### src/rtl/uart_cmd_sched.sv
// Command scheduler: decodes UART bytes and button pulses, runs the STOP/RUN/CLEAR
// FSM, owns the stopwatch/clock mode bit and returns an ACK/NAK byte to the UART TX.
module uart_cmd_sched #(
    parameter logic       ACK_EN   = 1'b1,
    parameter logic [7:0] NAK_CHAR = 8'h3F
) (
    input  logic       clk,
    input  logic       rst,
    input  logic       rx_done,
    input  logic [7:0] rx_data,
    input  logic       btn_run,
    input  logic       btn_clear,
    input  logic       btn_sec,
    input  logic       btn_min,
    input  logic       btn_hour,
    input  logic       tx_busy,
    output logic       sw_run,
    output logic       sw_clear,
    output logic       o_sec,
    output logic       o_min,
    output logic       o_hour,
    output logic       mode,
    output logic       tx_start,
    output logic [7:0] tx_data
);

    localparam logic [1:0] ST_STOP  = 2'd0;
    localparam logic [1:0] ST_RUN   = 2'd1;
    localparam logic [1:0] ST_CLEAR = 2'd2;

    localparam logic [2:0] CMD_NONE  = 3'd0;
    localparam logic [2:0] CMD_RUN   = 3'd1;
    localparam logic [2:0] CMD_CLEAR = 3'd2;
    localparam logic [2:0] CMD_SEC   = 3'd3;
    localparam logic [2:0] CMD_MIN   = 3'd4;
    localparam logic [2:0] CMD_HOUR  = 3'd5;
    localparam logic [2:0] CMD_MODE  = 3'd6;

    function automatic logic [2:0] decode_cmd(input logic [7:0] b);
        logic [7:0] u;
        u = (b >= 8'h61 && b <= 8'h7A) ? (b - 8'h20) : b;
        case (u)
            8'h52:   decode_cmd = CMD_RUN;
            8'h43:   decode_cmd = CMD_CLEAR;
            8'h53:   decode_cmd = CMD_SEC;
            8'h4D:   decode_cmd = CMD_MIN;
            8'h48:   decode_cmd = CMD_HOUR;
            8'h49:   decode_cmd = CMD_MODE;
            default: decode_cmd = CMD_NONE;
        endcase
    endfunction

    function automatic logic [7:0] ack_byte(input logic [7:0] b);
        ack_byte = (decode_cmd(b) != CMD_NONE) ? b : NAK_CHAR;
    endfunction

    logic [1:0] state;
    logic [1:0] state_nxt;
    logic       mode_r;
    logic       q_vld_p1;
    logic [2:0] q_cmd_p1;
    logic       pend_vld_p1;
    logic [7:0] pend_byte_p1;

    logic [2:0] rx_cmd;
    logic       rx_cmd_vld;
    logic       btn_any;
    logic [2:0] sel_cmd;
    logic       c_run, c_clear, c_sec, c_min, c_hour, c_mode;
    logic       live;
    logic       tx_go;
    logic [7:0] tx_cand;

    // Buttons own the cycle; a colliding UART command waits one cycle in the queue.
    always_comb begin
        rx_cmd     = decode_cmd(rx_data);
        rx_cmd_vld = rx_done && (rx_cmd != CMD_NONE);
        btn_any    = btn_run | btn_clear | btn_sec | btn_min | btn_hour;
        sel_cmd    = CMD_NONE;
        c_run      = 1'b0;
        c_clear    = 1'b0;
        c_sec      = 1'b0;
        c_min      = 1'b0;
        c_hour     = 1'b0;
        c_mode     = 1'b0;
        if (btn_any) begin
            c_run   = btn_run;
            c_clear = btn_clear & ~btn_run;
            c_sec   = btn_sec;
            c_min   = btn_min;
            c_hour  = btn_hour;
        end else begin
            sel_cmd = rx_cmd_vld ? rx_cmd : (q_vld_p1 ? q_cmd_p1 : CMD_NONE);
            c_run   = (sel_cmd == CMD_RUN);
            c_clear = (sel_cmd == CMD_CLEAR);
            c_sec   = (sel_cmd == CMD_SEC);
            c_min   = (sel_cmd == CMD_MIN);
            c_hour  = (sel_cmd == CMD_HOUR);
            c_mode  = (sel_cmd == CMD_MODE);
        end
        live    = (state == ST_STOP) || (state == ST_RUN);
        tx_cand = rx_done ? ack_byte(rx_data) : pend_byte_p1;
        tx_go   = ACK_EN && (rx_done || pend_vld_p1) && !tx_busy;
    end

    always_ff @(posedge clk) begin
        if (rst) state <= ST_STOP;
        else     state <= state_nxt;
    end

    always_comb begin
        state_nxt = ST_STOP;
        case (state)
            ST_STOP: begin
                if (c_mode)                state_nxt = ST_STOP;
                else if (!mode_r && c_run)   state_nxt = ST_RUN;
                else if (!mode_r && c_clear) state_nxt = ST_CLEAR;
                else                         state_nxt = ST_STOP;
            end
            ST_RUN: begin
                if (c_mode || (!mode_r && c_run)) state_nxt = ST_STOP;
                else                              state_nxt = ST_RUN;
            end
            default: state_nxt = ST_STOP;
        endcase
    end

    always_comb begin
        sw_run   = (state == ST_RUN);
        sw_clear = (state == ST_CLEAR);
        mode     = mode_r;
    end

    // p1 stage: mode, command queue, increment pulses and the ACK/NAK return path
    always_ff @(posedge clk) begin
        if (rst) begin
            mode_r       <= 1'b0;
            q_vld_p1     <= 1'b0;
            q_cmd_p1     <= CMD_NONE;
            pend_vld_p1  <= 1'b0;
            pend_byte_p1 <= 8'h00;
            o_sec        <= 1'b0;
            o_min        <= 1'b0;
            o_hour       <= 1'b0;
            tx_start     <= 1'b0;
            tx_data      <= 8'h00;
        end else begin
            o_sec  <= live && mode_r && c_sec;
            o_min  <= live && mode_r && c_min;
            o_hour <= live && mode_r && c_hour;
            if (live && c_mode) mode_r <= ~mode_r;

            if (btn_any) begin
                if (rx_cmd_vld) begin
                    q_vld_p1 <= 1'b1;
                    q_cmd_p1 <= rx_cmd;
                end
            end else begin
                q_vld_p1 <= 1'b0;
            end

            if (tx_go) begin
                tx_start    <= 1'b1;
                tx_data     <= tx_cand;
                pend_vld_p1 <= 1'b0;
            end else begin
                tx_start <= 1'b0;
                if (rx_done) begin
                    pend_vld_p1  <= 1'b1;
                    pend_byte_p1 <= tx_cand;
                end
            end
        end
    end

endmodule
### config.mk
export PLATFORM = sky130hd
export DESIGN_NAME = uart_cmd_sched
export DESIGN_NICKNAME = d
export VERILOG_FILES = /design/src/rtl/uart_cmd_sched.sv
export SDC_FILE = /design/constraint.sdc
export NUM_CORES = 1
export LEC_CHECK = 0
export CAP_MARGIN = 25
export CELL_PAD_IN_SITES_DETAIL_PLACEMENT = 0
export CELL_PAD_IN_SITES_GLOBAL_PLACEMENT = 1
export CORE_ASPECT_RATIO = 1.2
export CORE_UTILIZATION = 38
export DETAILED_ROUTE_END_ITERATION = 6
export GPL_TIMING_DRIVEN = 0
export PLACE_DENSITY_LB_ADDON = 0.1
export SLEW_MARGIN = 20
export SYNTH_ARGS = -nofsm -noshare
export SYNTH_HDL_FRONTEND = slang
export SYNTH_SLANG_ARGS = --single-unit
### constraint.sdc
create_clock -name clk -period 3.6 [get_ports clk]
set_input_delay 0.54 -clock clk [delete_from_list [all_inputs] [get_ports clk]]
set_output_delay 0.54 -clock clk [all_outputs]
set_load 0.02 [all_outputs]
==> out/metrics.yaml <==
drc: 0
finalPower_uw: 682.9
cts_buffers: 3
gp_congestion: 0.8059
grt_usage: 0.1820
clk_pin_slew_worst_paths_ps: 110
io_pins: 32
synth_top_family_by_area: "simple AND/OR/NAND/NOR gates"
synth_compound_area_frac: 0.2057
cts.repair.resized: 0
antenna_left: 0
vias: 1271
synth_edf_count: 0
r2r_setup_slack_ps: 2130
netlist_area_um2: 1314
fp.dieH_um: 66.41
cp-end-kind: "register"
synthesis.instances: 161
rows: 23
core_um2: 3309
syn_avg_cell_area_um2: 8.160
final_net_count: 215
synth-simple-area-share: 0.2990
wl_um: 3247
synthDistinctLibCells: 38
r2r-end: "mode$_SDFFE_PP0P_"
startpoint_type: "input pin"
placedInstanceArea_um2: 1670
hold-path-cell-count: 2
synthArstFlopShare: 0
worstSkewPairLatency_ps: 280
cp_max_fo: 10
synth_fa_ha_area_frac: 0.009524
static-leakage-power_uw: 0.0006381
post_cts_buffers: 0
start_util: 0.3970
fp.dieArea_um2: 3697
path_class: "input pin to register"
ys.flop_type: "dfxtp_1"
required_ps: 3820
finalCritPeriodShare: 0.7991
antennaDiodeCount: 0
cap_violations: 0
seq_area_frac_synth: 0.4267
stdcell_area_um2: 1742
rr_startpoint: "q_vld_p1$_SDFFE_PP0P_"
drive_above_1_share: 0.07143
worstMarginPinSlew_ps: 522.8
hold_path_class: "register to register"
synth.net_count: 179
area_growth_pct: 32.57
antenna_found_initial: 0
grt_pass1_wl_um: 5292
irDropWorstVdd_uv: 237.4
synthMuxAreaShare: 0.01905
post-place-ws_ps: 415.1
cts_max_level: 1
slew_viol_final: 0
wl_per_cell_um: 13.94
io_buffers: 31
hold_viol: 0
finalSetupTns_ps: 0
whs_endpoint: "tx_data[7]$_SDFFE_PP0P_"
r2r_cells: 6
yosys.area_share.xor_xnor: 0
drtIter0Drc: 23
clockBufferDepth: 2
hold_buffers: 0
ys_seq_elements: 28
powerDensity_nw_per_um2: 392.1
clock.fmax_mhz: 347.6
clk_root_buffer_cell: "clkbuf_8"
final.setup_skew_ps: 4.678
firstDrtPassIters: 4
cts_tree: "done"
rsz0062_at_grt: "false"
cp_data_arrival_time_ps: 3100
die_width_um: 55.68
dpl.hpwl_um: 2441
grt_max_degree: 17
yosysWarnings: 0
via_per_inst: 5.455
grt_overflow: 0
min-delay-start: "tx_data[7]$_SDFFE_PP0P_"
slew_headroom: 0.6514
cts_sinks: 28
first_global_vias: 1154
status: "completed"
fin_crit_ps: 2877
setup_viol: 0
fin_ws_ps: 723.3
fin_hold_ws_ps: 461.1
-- stage by stage --
step	instances	util
global route	233	0.5263
global placement	229	0.5047
floorplan	161	-
CTS	233	0.5263
detailed placement	229	0.5047
finish	233	0.5263
-- layer usage --
metal,global-route usage,vias up,wire [µm]
met5,0,-,0
met4,0.06563,0,29
met3,0.03523,4,138
met2,0.3328,25,1598
met1,0.2103,595,1481
li1,-,647,-
-- critical path, cell delays in order --
cell,delay (ps)
clkdlybuf4s50_1,550
inv_1,70
ha_1,290
o21a_1,210
nor3_2,260
nand3_2,160
buf_6,170
a211oi_2,240
nand3_1,150
or3_1,330
a21oi_1,140
-- final cells by class --
class,count,area (µm²)
timing repair buffer,31,310.3
buffer,7,33.78
clock buffer,3,41.29
sequential,28,560.5
clock inverter,1,30.03
tap,37,46.29
inverter,5,18.77
multi-input combinational,121,700.7
fill,329,1568
-- worst max-delay path by stage --
| stage | start | end | cells past startpoint |
|---|---|---|---|
| 4_1_cts | rx_data[5] | mode$_SDFFE_PP0P_ | 11 |
| 2_1_floorplan | rx_data[6] | mode$_SDFFE_PP0P_ | 10 |
| 3_5_place_dp | rx_data[5] | mode$_SDFFE_PP0P_ | 11 |
| 3_3_place_gp | rx_data[5] | mode$_SDFFE_PP0P_ | 11 |
| 5_1_grt | rx_data[5] | mode$_SDFFE_PP0P_ | 11 |
| 6_report | rx_data[5] | mode$_SDFFE_PP0P_ | 11 |
-- cell usage in the layout, fill, tap and decap left out, types with 2 or more instances in the layout --
master,n
nand2b_1,3
o221ai_1,4
nand2_1,15
a211oi_1,5
clkbuf_8,3
nor4_1,2
clkdlybuf4s50_1,31
inv_1,5
nand3b_1,3
and3_1,2
nor2_1,28
nor3b_1,2
a21o_1,2
nor3_1,8
a21oi_1,14
o21ai_0,5
clkbuf_1,6
nor2b_1,4
or3_1,2
dfxtp_1,28
a31oi_1,3
nand3_1,2
-- registers in the layout (all words and copies together), names as in the netlist --
name          flops
o_sec             1
q_vld_p1          1
pend_byte_p1      8
q_cmd_p1          3
state             2
o_hour            1
pend_vld_p1       1
mode              1
tx_start          1
tx_data           8
o_min             1
-- Yosys cell counts (4+ instances only) --
master / count / area share
a211oi_1: 5 / 0.029
a21oi_1: 14 / 0.053
nand2_1: 15 / 0.043
dfxtp_1: 28 / 0.43
nor3_1: 8 / 0.030
o21ai_0: 5 / 0.019
inv_1: 5 / 0.014
o221ai_1: 4 / 0.027
clkbuf_1: 6 / 0.017
nor2_1: 28 / 0.080
nor2b_1: 4 / 0.019
-- power breakdown --
part           total [µW]  internal (µW)  switching, µW
sequential            329            322           6.67
clock                 257            149            108
combinational        97.4           46.8           50.6
total                 683            518            165
-- cells by family (layout without fill, tap and decap cells) --
kind of cell             count (synthesis)  after routing
AO/OA/AOI/OAI                           40             40
AND/OR/NAND/NOR                         78             78
multiplexers                             2              2
buffers and inverters                   12             47
adder cells (fa/ha/maj)                  1              1
flip-flops                              28             28
No activity file was read; power rests on OpenSTA's default activity.
==> patch 1: new RTL, config.mk and constraints unchanged <==
Put one more register stage on the output `tx_data`, with the module's reset. The value now appears one clock later. The other outputs are not delayed to match.
--- a/src/rtl/uart_cmd_sched.sv
+++ b/src/rtl/uart_cmd_sched.sv
@@ -37,2 +37,4 @@
     localparam logic [2:0] CMD_MODE  = 3'd6;
+
+    logic [7:0] tx_data_s0;
 
@@ -145,3 +147,3 @@
             tx_start     <= 1'b0;
-            tx_data      <= 8'h00;
+            tx_data_s0   <= 8'h00;
         end else begin
@@ -163,3 +165,3 @@
                 tx_start    <= 1'b1;
-                tx_data     <= tx_cand;
+                tx_data_s0  <= tx_cand;
                 pend_vld_p1 <= 1'b0;
@@ -175,2 +177,10 @@
 
+    always_ff @(posedge clk) begin
+        if (rst) begin
+            tx_data <= '0;
+        end else begin
+            tx_data <= tx_data_s0;
+        end
+    end
+
 endmodule
Check against the original RTL: not equivalent (a bounded check fails within 4 cycles, from zero or initial values and one cycle with rst high).
==> patch 1 against the unedited design <==
  * Critical endpoint unchanged
  * Wire length rose by 11%
  * Sequential share of layout area rose by 3.1 points
  * Cell area rose by 17%
  * Area after synthesis rose by 21%
  * Count of clock-buffer cells in the layout rose by 2
  * Global-route usage rose by 1.0 points
  * Worst setup slack improved by 0.13 ns
  * Sequential cell count rose by 8
  * First-iteration DRC count rose to 2.6 times the old value
  * Power rose by 17%
  * Clock power rose by 9.7%
==> patch 1: results (changes against the unedited design) <==
Logic synthesis
  • Synth top area cells: dfxtp_1 45%, nor2_1 5.9%, nor2b_1 4.7%
  • Post-synth top area share: 0.455 (+0.0280)
  • Yosys cell types: 44 (+16%)
  • Post-Syn Instances: 170 (+5.6%)
  • Syn Nets: 188 (+5.0%)

Placement
  • HPWL after DPL: 2670 µm (+9.3%)
  • DP Area: 1950 µm² (+17%)
  • Placed insts: 254 (+11%)
  • Routability congestion estimate: 0.853 (+5.8%)
  • Port bufs: 30 (-3.2%)

Routing
  • DR WL met2: 1880 µm (+18%)
  • Vias per Instance: 5.29 (-3.0%)
  • Detailed Route Iter0 Violations: 60 (+160%)
  • WL met3: 126 µm (-8.7%)
  • Avg WL per Cell: 13.7 µm (-1.5%)
  • Total Wirelength: 3600 µm (+11%)

Global routing
  • M3 GR Usage: 0.0443 (+0.00910)
  • Met2 Track Usage GR: 0.338 (+0.00539)
  • Number of global-route vias before repair: 1400 (+21%)
  • First-pass GRT wire length: 6310 µm (+19%)
  • Pin count of the biggest net entering global routing: 13 (-4)

Final layout
  • Nets: 225 (+4.7%)
  • Largest registers: pend_byte_p1 (8), tx_data (8), tx_data_s0 (8)
  • Share of post-route cells with drive strength above 1: 0.101 (+0.0295)
  • Fillers: 395 (+20%)

Pwr
  • Leak: 0.734 nW (+15%)
  • Pwr/cell area: 393 nW/µm² (+0.26%)
  • Peak VDD IR: 204 µV (-14%)

Worst setup path
  • Critical path arrival: 2.93 ns (-0.17 ns)
  • Max incr delay on CP: 0.50 ns (-0.05 ns)
  • Reg2Reg Depth: 3 (-3)
  • Delay-heaviest family, CP: buffers and inverters

Outcome
  • Outcome: finished clean

STA
  • Slew @ Worst Pin: 0.636 ns (+0.113 ns)
  • Skew final: 0.00781 ns (+0.00313 ns)

CTS
  • TritonCTS Buffers: 5 (+2)
[patch 1: worst min-delay path by stage]
stage	start	to	slack [ns]	depth (start not counted)
6_report	tx_data_s0[5]	tx_data_s0[5]	0.45	2
5_1_grt	tx_data_s0[3]	tx_data_s0[3]	0.48	2
4_1_cts	tx_data_s0[5]	tx_data_s0[5]	0.46	2
3_5_place_dp	tx_data_s0[0]	tx_data_s0[0]	0.44	2
3_3_place_gp	tx_data_s0[5]	tx_data_s0[5]	0.44	2
2_1_floorplan	tx_data_s0[7]	tx_data_s0[7]	0.43	2
[patch 1: worst min-delay path, delay by kind of cell, from the launching register on]
family	cells	cell delay (ns)
simple gates	1	0.05
compound gates	1	0.05
flops	1	0.31
[patch 1: cells by family after synthesis]
kind of cell               share of synthesized area
and+or+nand+nor                                0.256
adders and majority gates                    0.00789
buffers and inverters                         0.0363
DFF                                            0.455
muxes                                         0.0284
AOI/OAI and AO/OA                              0.217
[patch 1: through the flow]
| step | worst slack (ns) | hold slack, ns |
|---|---|---|
| 5_1_grt | 0.680 | 0.477 |
| 4_1_cts | 0.878 | 0.457 |
| 3_3_place_gp | 0.587 | 0.436 |
| 6_report | 0.858 | 0.452 |
| 3_5_place_dp | 0.564 | 0.443 |
| 2_1_floorplan | 1.27 | 0.427 |
[patch 1: cell type report]
type	instances	area share
multi-input cells	121	0.395
clock inverters	3	0.00920
repair buffers	30	0.147
flip-flops and latches	36	0.353
plain buffers	11	0.0245
well taps	54	0.0331
clock buffers	5	0.0337
inverters	2	0.00368
[patch 1: report_power, final]
group,switching [W],internal [W]
Clock,0.000147,0.000135
Combinational,0.0000520,0.0000470
Sequential,0.00000766,0.000414
==> patch 2: new RTL, same settings <==
Without the edit above. Change the parameter `ACK_EN` from 1'b1 to 1'b0.
--- a/src/rtl/uart_cmd_sched.sv
+++ b/src/rtl/uart_cmd_sched.sv
@@ -3,3 +3,3 @@
 module uart_cmd_sched #(
-    parameter logic       ACK_EN   = 1'b1,
+    parameter logic       ACK_EN   = 1'b0,
     parameter logic [7:0] NAK_CHAR = 8'h3F
Check against the original RTL: not equivalent (Yosys sat finds a counterexample within 4 cycles, from zero or initial values and one cycle with rst high).
==> patch 2 against the unedited design <==
  * Sequential cell count decreased by 18
  * Via count decreased by 40%
  * First-iteration DRC count down 65%
  * Cell area down 39%
  * Worst setup slack improved by 0.10 ns
  * Area after synthesis is 41% lower
  * Power fell by 59%
  * Wire length down 50%
==> patch 2: results (changes against the unedited design) <==
Outcome
  • Outcome: finished clean

Global routing
  • First-pass GRT wire length: 2810 µm (-47%)
  • GRT Total Usage: 0.161 (-0.0205)
  • Number of global-route vias before repair: 683 (-41%)
  • Pin count of the biggest net entering global routing: 8 (-9)

Routing
  • Detailed Route Iter0 Violations: 8 (-65%)
  • DRT Pass-1 Iters: 2 (-2)
  • Vias per Instance: 5.12 (-6.1%)
  • Avg WL per Cell: 11.0 µm (-21%)

Worst setup path
  • R2r endpoint: mode
  • Max incr delay on CP: 0.51 ns (-0.04 ns)
  • Delay-heaviest family, CP: simple AND/OR/NAND/NOR gates
  • CP max FO: 5 (-5)
  • Reg2Reg Depth: 6 (unchanged)
  • Reg2reg setup slack: 1.79 ns (-0.34 ns)
  • Critical path arrival: 2.96 ns (-0.14 ns)

Final layout
  • Share of post-route cells with drive strength above 1: 0.138 (+0.0670)
  • Nets: 149 (-31%)
  • Largest registers: q_cmd_p1 (3), state (2)

STA
  • Skew final: 0.00371 ns (-0.000973 ns)
  • Minimum hold slack: 0.473 ns (+0.0120 ns)

Logic synthesis
  • Synth async-reset ratio: 0 (unchanged)
  • Synth top cells by count: 12 x nor2_1, 10 x dfxtp_1, 9 x buf_4
  • Sequential element share of the synthesized area: 0.260 (-0.167)
  • Yosys cell types: 44 (+16%)
  • Synth top area cells: dfxtp_1 26%, buf_4 8.8%, nor2_1 5.9%
  • Yosys warning count: 0 (unchanged)

Pwr
  • Leak: 0.458 nW (-28%)
  • Peak VDD IR: 183 µV (-23%)

Placement
  • Port bufs: 21 (-32%)
  • HPWL after DPL: 1340 µm (-45%)
  • Routability congestion estimate: 0.748 (-7.1%)

CTS
  • Root Driver: clkbuf_4
  • Worst-Skew Late Latency: 0.26 ns (-0.02 ns)
  • Clock-pin slew on the worst setup and hold paths: 0.07 ns (-0.04 ns)
  • # Post-CTS Setup Buffers: 0 (unchanged)

Hold path
  • Hold EP: q_cmd_p1[1]
  • Hold Startpoint: q_cmd_p1[1]
==> patch 2: area by class of cell <==
type / instances / area, µm²
clock buffer: 4 / 36.3
multi-input combinational: 82 / 509
sequential: 10 / 200
buffer: 10 / 78.8
inverter: 3 / 11.3
fill: 187 / 802
timing repair buffer: 21 / 210
tap: 19 / 23.8
==> patch 2: power by group <==
| part | total [W] | leakage, nW | internal, W | switching, W |
|---|---|---|---|---|
| combinational | 0.0000654 | 0.357 | 0.0000346 | 0.0000308 |
| sequential | 0.000114 | 0.0809 | 0.000112 | 0.00000185 |
| clock | 0.0000984 | 0.0210 | 0.0000613 | 0.0000371 |
| total | 0.000278 | 0.458 | 0.000208 | 0.0000698 |
==> patch 2: cell families after synthesis <==
logic type	count (synthesis)	share of synthesized area
AOI/OAI and AO/OA	24	0.231
adders and majority gates	1	0.0163
buffers and inverters	13	0.117
DFF	10	0.260
muxes	2	0.0260
other	1	0.00487
and+or+nand+nor	46	0.345
==> patch 2: worst max-delay path by stage <==
stage / start / to / depth (start not counted)
2_1_floorplan: rx_data[5] / mode / 8
3_3_place_gp: rx_data[6] / mode / 9
3_5_place_dp: rx_data[6] / mode / 9
4_1_cts: rx_data[6] / mode / 9
5_1_grt: rx_data[6] / mode / 9
6_report: rx_data[6] / mode / 9
==> patch 2: metal layers <==
| metal | vias to the layer above | wire (µm) | share of wire | track usage |
|---|---|---|---|---|
| li1 | 405 | - | - | - |
| met1 | 338 | 706 | 0.43 | 0.198 |
| met2 | 18 | 829 | 0.51 | 0.279 |
| met3 | 2 | 80 | 0.049 | 0.0141 |
| met4 | 0 | 18 | 0.011 | 0.0758 |
| met5 | - | 0 | 0 | 0 |
==> patch 2: worst register-to-register path: stages, from the launching register on <==
cell,delay [ns]
dfxtp_1,0.38
and2_1,0.14
o221ai_1,0.10
o211a_1,0.21
or3_1,0.36
or4_1,0.40
a21oi_1,0.15
==> patch 2: per-stage QoR <==
step / instances / cell area [µm²] / setup WS [ns] / total power [W]
5_1_grt: 149 / 1070 / 0.649 / 0.000292
4_1_cts: 149 / 1070 / 0.812 / 0.000281
6_report: 149 / 1070 / 0.823 / 0.000278
2_1_floorplan: 105 / 800 / 1.28 / 0.000154
3_3_place_gp: 145 / 1030 / 0.589 / 0.000181
3_5_place_dp: 145 / 1030 / 0.550 / 0.000182
